$ cat src/rtl/bpsk_frame_ctrl.sv
// rtl/bpsk_frame_ctrl.sv - frame sequencer (preamble/sync/header/payload/CRC/gap) feeding the BPSK mapper
// Optional CRC-32 trailer after the payload is built only when BPSK_FRAME_CRC_EN is defined.
module bpsk_frame_ctrl #(
  parameter int unsigned PRE_WORDS   = 2,
  parameter logic [31:0] PRE_PATTERN = 32'hAAAAAAAA,
  parameter logic [31:0] SYNC_WORD   = 32'h1ACFFC1D,
  parameter int unsigned LEN_W       = 16,
  parameter int unsigned GAP_CYCLES  = 64
) (
  input  logic             clk,
  input  logic             rst,
  input  logic             start,
  input  logic [LEN_W-1:0] len,
  input  logic             abort,
  output logic             busy,
  output logic             done,
  output logic [15:0]      frame_cnt,
  input  logic             pl_valid,
  input  logic [31:0]      pl_data,
  output logic             pl_ack,
  output logic             map_valid,
  output logic [31:0]      map_data,
  input  logic             map_ack
);

  localparam int unsigned PRE_CW = $clog2(PRE_WORDS + 1);

  typedef enum logic [2:0] {
    S_IDLE,
    S_PRE,
    S_SYNC,
    S_HDR,
    S_PAY,
`ifdef BPSK_FRAME_CRC_EN
    S_CRC,
`endif
    S_GAP
  } state_t;

`ifdef BPSK_FRAME_CRC_EN
  localparam state_t S_TAIL = S_CRC;
`else
  localparam state_t S_TAIL = S_GAP;
`endif

  state_t              state;
  state_t              state_nx;
  logic [PRE_CW-1:0]   pre_cnt;
  logic [LEN_W-1:0]    pay_cnt;
  logic [LEN_W-1:0]    len_r;
  logic [31:0]         gap_cnt;
  logic                map_valid_r;
  logic [31:0]         map_data_r;
  logic                xfer;
  logic                pre_last;
  logic                pay_last;
  logic                gap_last;
  logic                aborting;

  assign xfer     = map_valid && map_ack;
  assign pre_last = (pre_cnt == PRE_CW'(PRE_WORDS - 1));
  assign pay_last = (pay_cnt == len_r - 1'b1);
  assign gap_last = (gap_cnt == GAP_CYCLES);
  assign aborting = abort && (state != S_IDLE);

`ifdef BPSK_FRAME_CRC_EN
  logic [31:0] crc_r;
  logic [31:0] crc_nx;

  // MSB-first, non-reflected CRC-32 over one 32-bit word
  function automatic logic [31:0] crc32_word(input logic [31:0] c, input logic [31:0] d);
    logic [31:0] r;
    r = c;
    for (int i = 31; i >= 0; i--) begin
      r = {r[30:0], 1'b0} ^ ((r[31] ^ d[i]) ? 32'h04C11DB7 : 32'h0);
    end
    return r;
  endfunction

  assign crc_nx = crc32_word(crc_r, pl_data);
`endif

  always_ff @(posedge clk or posedge rst) begin
    if (rst) begin
      state <= S_IDLE;
    end else begin
      state <= state_nx;
    end
  end

  // abort takes priority over every other transition out of a busy state
  always_comb begin
    state_nx = state;
    if (aborting) begin
      state_nx = S_IDLE;
    end else begin
      case (state)
        S_IDLE: if (start) state_nx = S_PRE;
        S_PRE:  if (xfer && pre_last) state_nx = S_SYNC;
        S_SYNC: if (xfer) state_nx = S_HDR;
        S_HDR:  if (xfer) state_nx = (len_r != '0) ? S_PAY : S_TAIL;
        S_PAY:  if (xfer && pay_last) state_nx = S_TAIL;
`ifdef BPSK_FRAME_CRC_EN
        S_CRC:  if (xfer) state_nx = S_GAP;
`endif
        S_GAP:  if (gap_last) state_nx = S_IDLE;
        default: state_nx = S_IDLE;
      endcase
    end
  end

  always_comb begin
    map_valid = map_valid_r;
    map_data  = map_data_r;
    pl_ack    = 1'b0;
    if (state == S_PAY) begin
      map_valid = pl_valid;
      map_data  = pl_data;
      pl_ack    = map_ack;
    end
    busy = (state != S_IDLE);
    done = (state == S_GAP) && gap_last && !abort;
  end

  // Registered word source for every state except PAY, which is a pass-through
  always_ff @(posedge clk or posedge rst) begin
    if (rst) begin
      pre_cnt     <= '0;
      pay_cnt     <= '0;
      len_r       <= '0;
      gap_cnt     <= '0;
      map_valid_r <= 1'b0;
      map_data_r  <= '0;
      frame_cnt   <= '0;
`ifdef BPSK_FRAME_CRC_EN
      crc_r       <= 32'hFFFFFFFF;
`endif
    end else if (aborting) begin
      map_valid_r <= 1'b0;
      map_data_r  <= '0;
    end else begin
      case (state)
        S_IDLE: begin
          if (start) begin
            len_r       <= len;
            pre_cnt     <= '0;
            pay_cnt     <= '0;
            gap_cnt     <= '0;
            map_valid_r <= 1'b1;
            map_data_r  <= PRE_PATTERN;
`ifdef BPSK_FRAME_CRC_EN
            crc_r       <= 32'hFFFFFFFF;
`endif
          end
        end
        S_PRE: begin
          if (xfer) begin
            pre_cnt <= pre_cnt + 1'b1;
            if (pre_last) map_data_r <= SYNC_WORD;
          end
        end
        S_SYNC: begin
          if (xfer) map_data_r <= 32'(len_r);
        end
        S_HDR: begin
          if (xfer) begin
            if (len_r != '0) begin
              map_valid_r <= 1'b0;
              map_data_r  <= '0;
            end else begin
`ifdef BPSK_FRAME_CRC_EN
              map_data_r  <= ~crc_r;
`else
              map_valid_r <= 1'b0;
              map_data_r  <= '0;
`endif
            end
          end
        end
        S_PAY: begin
          if (xfer) begin
            pay_cnt <= pay_cnt + 1'b1;
`ifdef BPSK_FRAME_CRC_EN
            crc_r   <= crc_nx;
            if (pay_last) begin
              map_valid_r <= 1'b1;
              map_data_r  <= ~crc_nx;
            end
`endif
          end
        end
`ifdef BPSK_FRAME_CRC_EN
        S_CRC: begin
          if (xfer) begin
            map_valid_r <= 1'b0;
            map_data_r  <= '0;
          end
        end
`endif
        S_GAP: begin
          gap_cnt <= gap_cnt + 1'b1;
          if (gap_last) frame_cnt <= frame_cnt + 1'b1;
        end
        default: begin
          map_valid_r <= 1'b0;
        end
      endcase
    end
  end

endmodule

$ cat config.mk
export PLATFORM = sky130hd
export DESIGN_NAME = bpsk_frame_ctrl
export DESIGN_NICKNAME = d
export VERILOG_FILES = /design/src/rtl/bpsk_frame_ctrl.sv
export SDC_FILE = /design/constraint.sdc
export NUM_CORES = 1
export LEC_CHECK = 0
export CAP_MARGIN = 25
export CORE_AREA = 4 4 130 132
export CTS_CLUSTER_DIAMETER = 150
export DETAILED_ROUTE_END_ITERATION = 10
export DIE_AREA = 0 0 134 136
export SYNTH_ARGS = -nofsm -noshare
export SYNTH_HDL_FRONTEND = slang
export SYNTH_SLANG_ARGS = --single-unit
$ cat constraint.sdc
create_clock -name clk -period 6.74 [get_ports clk]
set_clock_uncertainty 0.15 [all_clocks]
set_input_delay 1.348 -clock clk [delete_from_list [all_inputs] [get_ports clk]]
set_output_delay 1.348 -clock clk [all_outputs]
set_load 0.05 [all_outputs]
==> metrics, run 1 <==
Mapped Cells=643; RSZ-0062 raised after global routing=false; clock power share=just under 20%; total track usage=16.1%; Hold Path Class=reg2reg; mean routed wirelength per cell=15.2 µm; crit path launch type=input port; synthesized area=0.00587 mm²; CP Max Fanout=13; Filler cells=~1500; Worst path most repeated cell=clkdlybuf4s50_1; FF+latch count, synth=105; synth unique cells=59; Synth async-reset ratio=100%; Buf/Inv on CP=2; fin crit period=5230 ps; outcome=complete, no violations; crit path cell chain=clkdlybuf4s50_1 -> and2b_1 -> nand3_1 -> nor4_1 -> clkdlybuf4s50_1; Hold Vio Cnt, Final=0; PwrDens=360 mW/mm²; Port Buffers=105; postcts setup bufs=0; max-slew violation count=0; vias in the first global route=4754; Die ar.=between 0.015 and 0.02 mm²; total inserted antenna cells=0; sequential power share=33.5%; endpoint type of the worst setup path=output pin; cell row count=46; Seq/Total Area, Yosys=between 40% and 50%; I/O Pins=106; combinational power share=47.1%; Synthesized Nets=703; cell-internal power=0.00149 W; Core ar.=0.0157 mm²; post-CTS sizing=0; Worst Path Class, Setup=in2out; post-DP HPWL=~11 mm; Chip Width=134 µm; switching share of power=44.0%; final WL=14.5 mm; NumNets Final=794; design area=between 0.007 and 0.008 mm²; CP delay by family, top=buffers and inverters; hold slack=roughly 320 ps; FMAX=191 MHz; final setup fails=0; slowest CP cell=clkdlybuf4s50_1; Clock Latency Late Sink=between 300 and 400 ps; Lkg Pwr=3.25 nW; Worst-path clk slew=70 ps; initial antenna violation count=0; clock buffer depth=2; post-route ant nets=0; global-route wire length before repair=23.8 mm; Hold-fix buffers, CTS=0; gr ovfl total=0; Slew @ Worst Pin=around 940 ps; Critical Path AT=around 3700 ps; Synth top area share=between 40% and 50%; setup_tns=0 ps; 1st-iter DRT viols=320; Main synth FF type=dfrtp_1; share of layout cells above drive strength 1=7.04%; largest area contributor in the netlist=dfrtp_1; Die Ht=roughly 140 µm; max_cap viols=0; depth of the CTS H-tree=3; GP Congestion=0.825; CTS root buffer=clkbuf_16; CTS Sinks=105; Worst EP required=5240 ps; Slew headroom=36.9%; final worst-path cycle share=77.6%; CTS tree=done; synth top area cells=dfrtp_1 45%, nand2_1 6.4%, xor2_1 6.0%, xnor2_1 4.5%, nor2_1 3.9%; largest net degree at the start of global routing=66; stages on the worst setup path=5; hold path cells=2; cell count of the worst reg-to-reg path=7; Area growth syn-to-layout=26.1%; largest stage delay on the critical path=860 ps; Vias=4876; YS warnings=0; Initial Util=a little under two fifths; First-pass DRT Iterations=4; cts bufs inserted=9; drt drc=0; DR vias/cell=~5.1; Post-synth EDFFs=0; Avg Synthesized Cell Area=9.13 µm²; dpl cell area=0.00712 mm²; Peak VDD IR=0.194 mV; Sw Pwr=0.00117 W
-- logic make-up (layout without fill, tap and decap cells) --
logic type	after synthesis	after routing	synth area share (%)
XOR/XNOR	70	70	10.4
adder cells (fa/ha/maj)	6	6	1.28
AO/OA/AOI/OAI	99	99	11.0
AND/OR/NAND/NOR	293	293	24.9
multiplexers	22	22	4.16
buffers and inverters	48	144	3.47
flip-flops	105	105	44.7
-- layout make-up --
type,instances,area (µm²),area share [%]
tap,216,270,3.65
multi-input combinational,490,3060,41.3
timing repair buffer,110,1090,14.7
sequential,105,2630,35.5
clock buffer,11,233,3.14
inverter,18,70.1,0.946
clock inverter,5,56.3,0.760
-- through the flow --
stage	util [%]	total power, W	setup slack, ps	instances
2_1_floorplan	-	0.00179	2000	643
3_3_place_gp	45.3	0.00215	1490	939
3_5_place_dp	45.3	0.00217	1510	939
4_1_cts	47.1	0.00269	1470	955
5_1_grt	47.1	0.00284	1280	955
6_report	47.1	0.00266	1510	955
-- sequential cells by signal, indices dropped and copies added, names as in the netlist --
signal	cells
map_valid_r	1
len_r	16
gap_cnt	32
map_data_r	19
frame_cnt	16
state	3
pay_cnt	16
pre_cnt	2
-- placed cells by master, fill, tap and decap left out, drive strengths merged, types with 18 or more instances in the layout --
cell type and n:
nor2 62, dfrtp 105, a21oi 18, inv 18, xor2 40, xnor2 30
clkdlybuf4s50 105, mux2 19, nand3 23, o21ai 33, nand2 100
-- worst register-to-register path: cells and delay by family, from the launching register on --
kind / cells / cell delay [ps]
AND/OR/NAND/NOR: 6 / 1900
flip-flops: 1 / 750
XOR/XNOR: 1 / 120
-- cell usage after synthesis, drive strengths merged, types with 2 or more instances --
library cell	number
nor2	62
or3	9
o21ai	33
and2	9
mux2i	3
and3	12
nand3	23
inv	18
nand2b	2
o311ai	2
o21a	2
buf	9
and2b	2
nor4	13
o211ai	5
clkbuf	21
a22o	2
mux2	19
nor4b	2
a21o	13
nand2	100
nor3b	3
a21oi	18
xor2	40
xnor2	30
a311oi	3
dfrtp	105
nor2b	4
a31oi	5
o31ai	7
or4b	2
nand4	17
a211oi	3
nand3b	2
and4	10
nor3	17
ha	6
-- per-layer routing --
layer	wire (µm)	vias to the layer above	GRT usage [%]
li1	-	2415	-
met1	6620	2318	20.5
met2	6860	131	27.7
met3	851	12	4.52
met4	158	0	3.37
met5	0	-	0
-- final timing paths --
| path | from | end | slack [ps] |
|---|---|---|---|
| worst max-delay path | abort | done | 1510 |
| worst min-delay path | map_data_r[29]$_DFFE_PP0P_ | map_data_r[29]$_DFFE_PP0P_ | 320 |
| worst max register to register | state[0]$_DFFE_PP0P_ | frame_cnt[11]$_DFFE_PP0P_ | 3700 |
| worst min register to register | map_data_r[29]$_DFFE_PP0P_ | map_data_r[29]$_DFFE_PP0P_ | 320 |
| max in group asynchronous | rst | pre_cnt[0]$_DFFE_PP0P_ | 4030 |
| min in group asynchronous | rst | frame_cnt[1]$_DFFE_PP0P_ | 1250 |
-- power by group through the flow --
stage                     Clock, W  Combinational, W  Sequential (W)
final                     0.000515           0.00126        0.000894
after global routing      0.000559           0.00137        0.000913
after CTS                 0.000534           0.00127        0.000893
after global placement           0           0.00125        0.000900
after detailed placement         0           0.00126        0.000902
after floorplan                  0          0.000967        0.000824
(Power assumes the default switching activity.)
==> run 2, diff against run 1 <==
clock period = 4.9 ns   (was 6.74 ns; I/O delays follow)
==> run 2 against run 1 <==
- critical path depth shrank 1
- non-clock buffer count rose by 3
- die area stayed put
- core utilization is 0.15 points higher
- register-to-register slack lost 2000 ps
- combinational power rose by 40%
- first-iteration DRC count fell by 25%
- sequential share of layout area is 0.11 points lower
- cell count up 0.31%
- highest routed layer unchanged
==> metrics, run 2 (synthesis results as in run 1) <==
total track usage=16.5% (+0.32 points); Port Buffers=105 (unchanged); First-pass DRT Iterations=5 (+1); GP Congestion=0.823 (-0.18%); Multi-input gate area=0.00306 mm² (unchanged); depth of the CTS H-tree=3 (unchanged); CTS root buffer=clkbuf_16; Finished Layout Cells=958 (+0.31%); global-route wire length before repair=24.3 mm (+2.1%); endpoint type of the worst setup path=output pin; vias in the first global route=4699 (-1.2%); Largest register FFs=32 (unchanged); 1st-iter DRT viols=240 (-25%); gr busiest metal=met2; placed insts=942 (+0.32%); post-route ant nets=0 (unchanged); Die ar.=0.0182 mm² (unchanged); register area=0.00263 mm² (unchanged); outcome=complete, no violations; Filler cells=1501 (+0.60%); post-CTS sizing=0 (unchanged); Vias=4893 (+0.35%); Worst-path clk slew=60 ps (about the same); Clock Latency Late Sink=340 ps (about the same); I/O Pins=106 (unchanged); Chip Width=134 µm (unchanged); crit path launch type=register; biggest regs=gap_cnt: 32 flops, map_data_r: 19 flops; M1 GR Usage=22.6% (+2.1 points); NumNets Final=797 (+0.38%); final setup fails=0 (unchanged); Die Ht=136 µm (unchanged); cts bufs inserted=9 (unchanged); final worst-path cycle share=83.2%; Hold-fix buffers, CTS=0 (unchanged); Slew @ Worst Pin=989 ps (+49.4 ps); Lkg Pwr=3.27 nW (+0.69%); met2 GRT Util=26.3% (-1.4 points); most flop-heavy register=gap_cnt; Final Core Density=47.3% (+0.15 points); total inserted antenna cells=0 (unchanged); met3 Use GR=3.44% (-1.1 points); share of layout cells above drive strength 1=7.82% (+0.78 points); gr ovfl total=0 (unchanged); max-slew violation count=0 (unchanged); Area growth syn-to-layout=26.5%; Hold Path Class=reg2reg; CP Max Fanout=38 (+25); Slew headroom=33.6% (-3.3 points); setup_tns=0 ps (unchanged); drt drc=0 (unchanged); FMAX=245 MHz; PwrDens=494 mW/mm² (+37%); largest net degree at the start of global routing=59 (-11%); Worst Path Class, Setup=reg2out; initial antenna violation count=0 (unchanged); CTS Sinks=105 (unchanged); Hold Vio Cnt, Final=0 (unchanged); commonest non-fill, non-tap cell in the layout=dfrtp_1; post-DP HPWL=10.9 mm (+3.4%); most frequent cells in the layout=105 x dfrtp_1, 104 x clkdlybuf4s50_1, 100 x nand2_1; Critical Path AT=2950 ps (-780 ps); postcts setup bufs=0 (unchanged); DR vias/cell=5.11 (about the same); Peak VDD IR=0.279 mV (+44%); final WL=14.7 mm (+1.6%); CTS tree=done; Worst EP required=3770 ps (-1470 ps); max_cap viols=0 (unchanged); RSZ-0062 raised after global routing=false; cell row count=46 (unchanged); fin crit period=4080 ps; Initial Util=37.4% (unchanged); Core ar.=0.0157 mm² (unchanged); mean routed wirelength per cell=15.4 µm (+1.3%); clock buffer depth=2 (unchanged)
-- run 2: worst max-delay path: stages (launching register included) --
cell and delay, ps:
dfrtp_1 670, nor3b_2 380, buf_4 430, mux2_2 390, clkdlybuf4s50_1 710
-- run 2: report_power, final --
group	total, W	internal (W)	switching (W)
Sequential	0.00121	0.00102	0.000195
Combinational	0.00176	0.000648	0.00111
Clock	0.000699	0.000386	0.000313
-- run 2: routing by layer --
layer  part of all wire (%)  wire (µm)
met1                     47       6940
met2                     46       6710
met3                    6.0        889
met4                    1.3        187
met5                      0          0
-- run 2: layout make-up --
cell class                      count  area share [%]
Clock buffer                       12            3.59
Clock inverter                      4           0.354
Inverter                           18           0.943
Multi-Input combinational cell    490            41.2
Sequential cell                   105            35.4
Tap cell                          216            3.64
Timing Repair Buffer              113            14.9
-- run 2: path summary, 6_finish.rpt --
path,slack [ps],depth (start not counted),to,startpoint
hold / removal,320,2,map_data_r[29]$_DFFE_PP0P_,map_data_r[29]$_DFFE_PP0P_
setup reg to reg,1680,8,state[0]$_DFFE_PP0P_,state[2]$_DFFE_PP0P_
min in group asynchronous,970,2,gap_cnt[21]$_DFFE_PP0P_,rst
setup / recovery,820,4,map_data[15],state[2]$_DFFE_PP0P_
max in group asynchronous,2820,3,len_r[0]$_DFFE_PP0P_,rst
hold reg to reg,320,2,map_data_r[29]$_DFFE_PP0P_,map_data_r[29]$_DFFE_PP0P_
-- run 2: stage by stage --
step                      worst slack, ps  total power, W  hold WS (ps)  cell area [µm²]
after floorplan                       892         0.00246           289             5870
after global placement               1030         0.00297           304             7140
after detailed placement              964         0.00300           309             7140
after CTS                             793         0.00371           325             7430
after global routing                  647         0.00392           343             7430
final                                 823         0.00367           319             7430
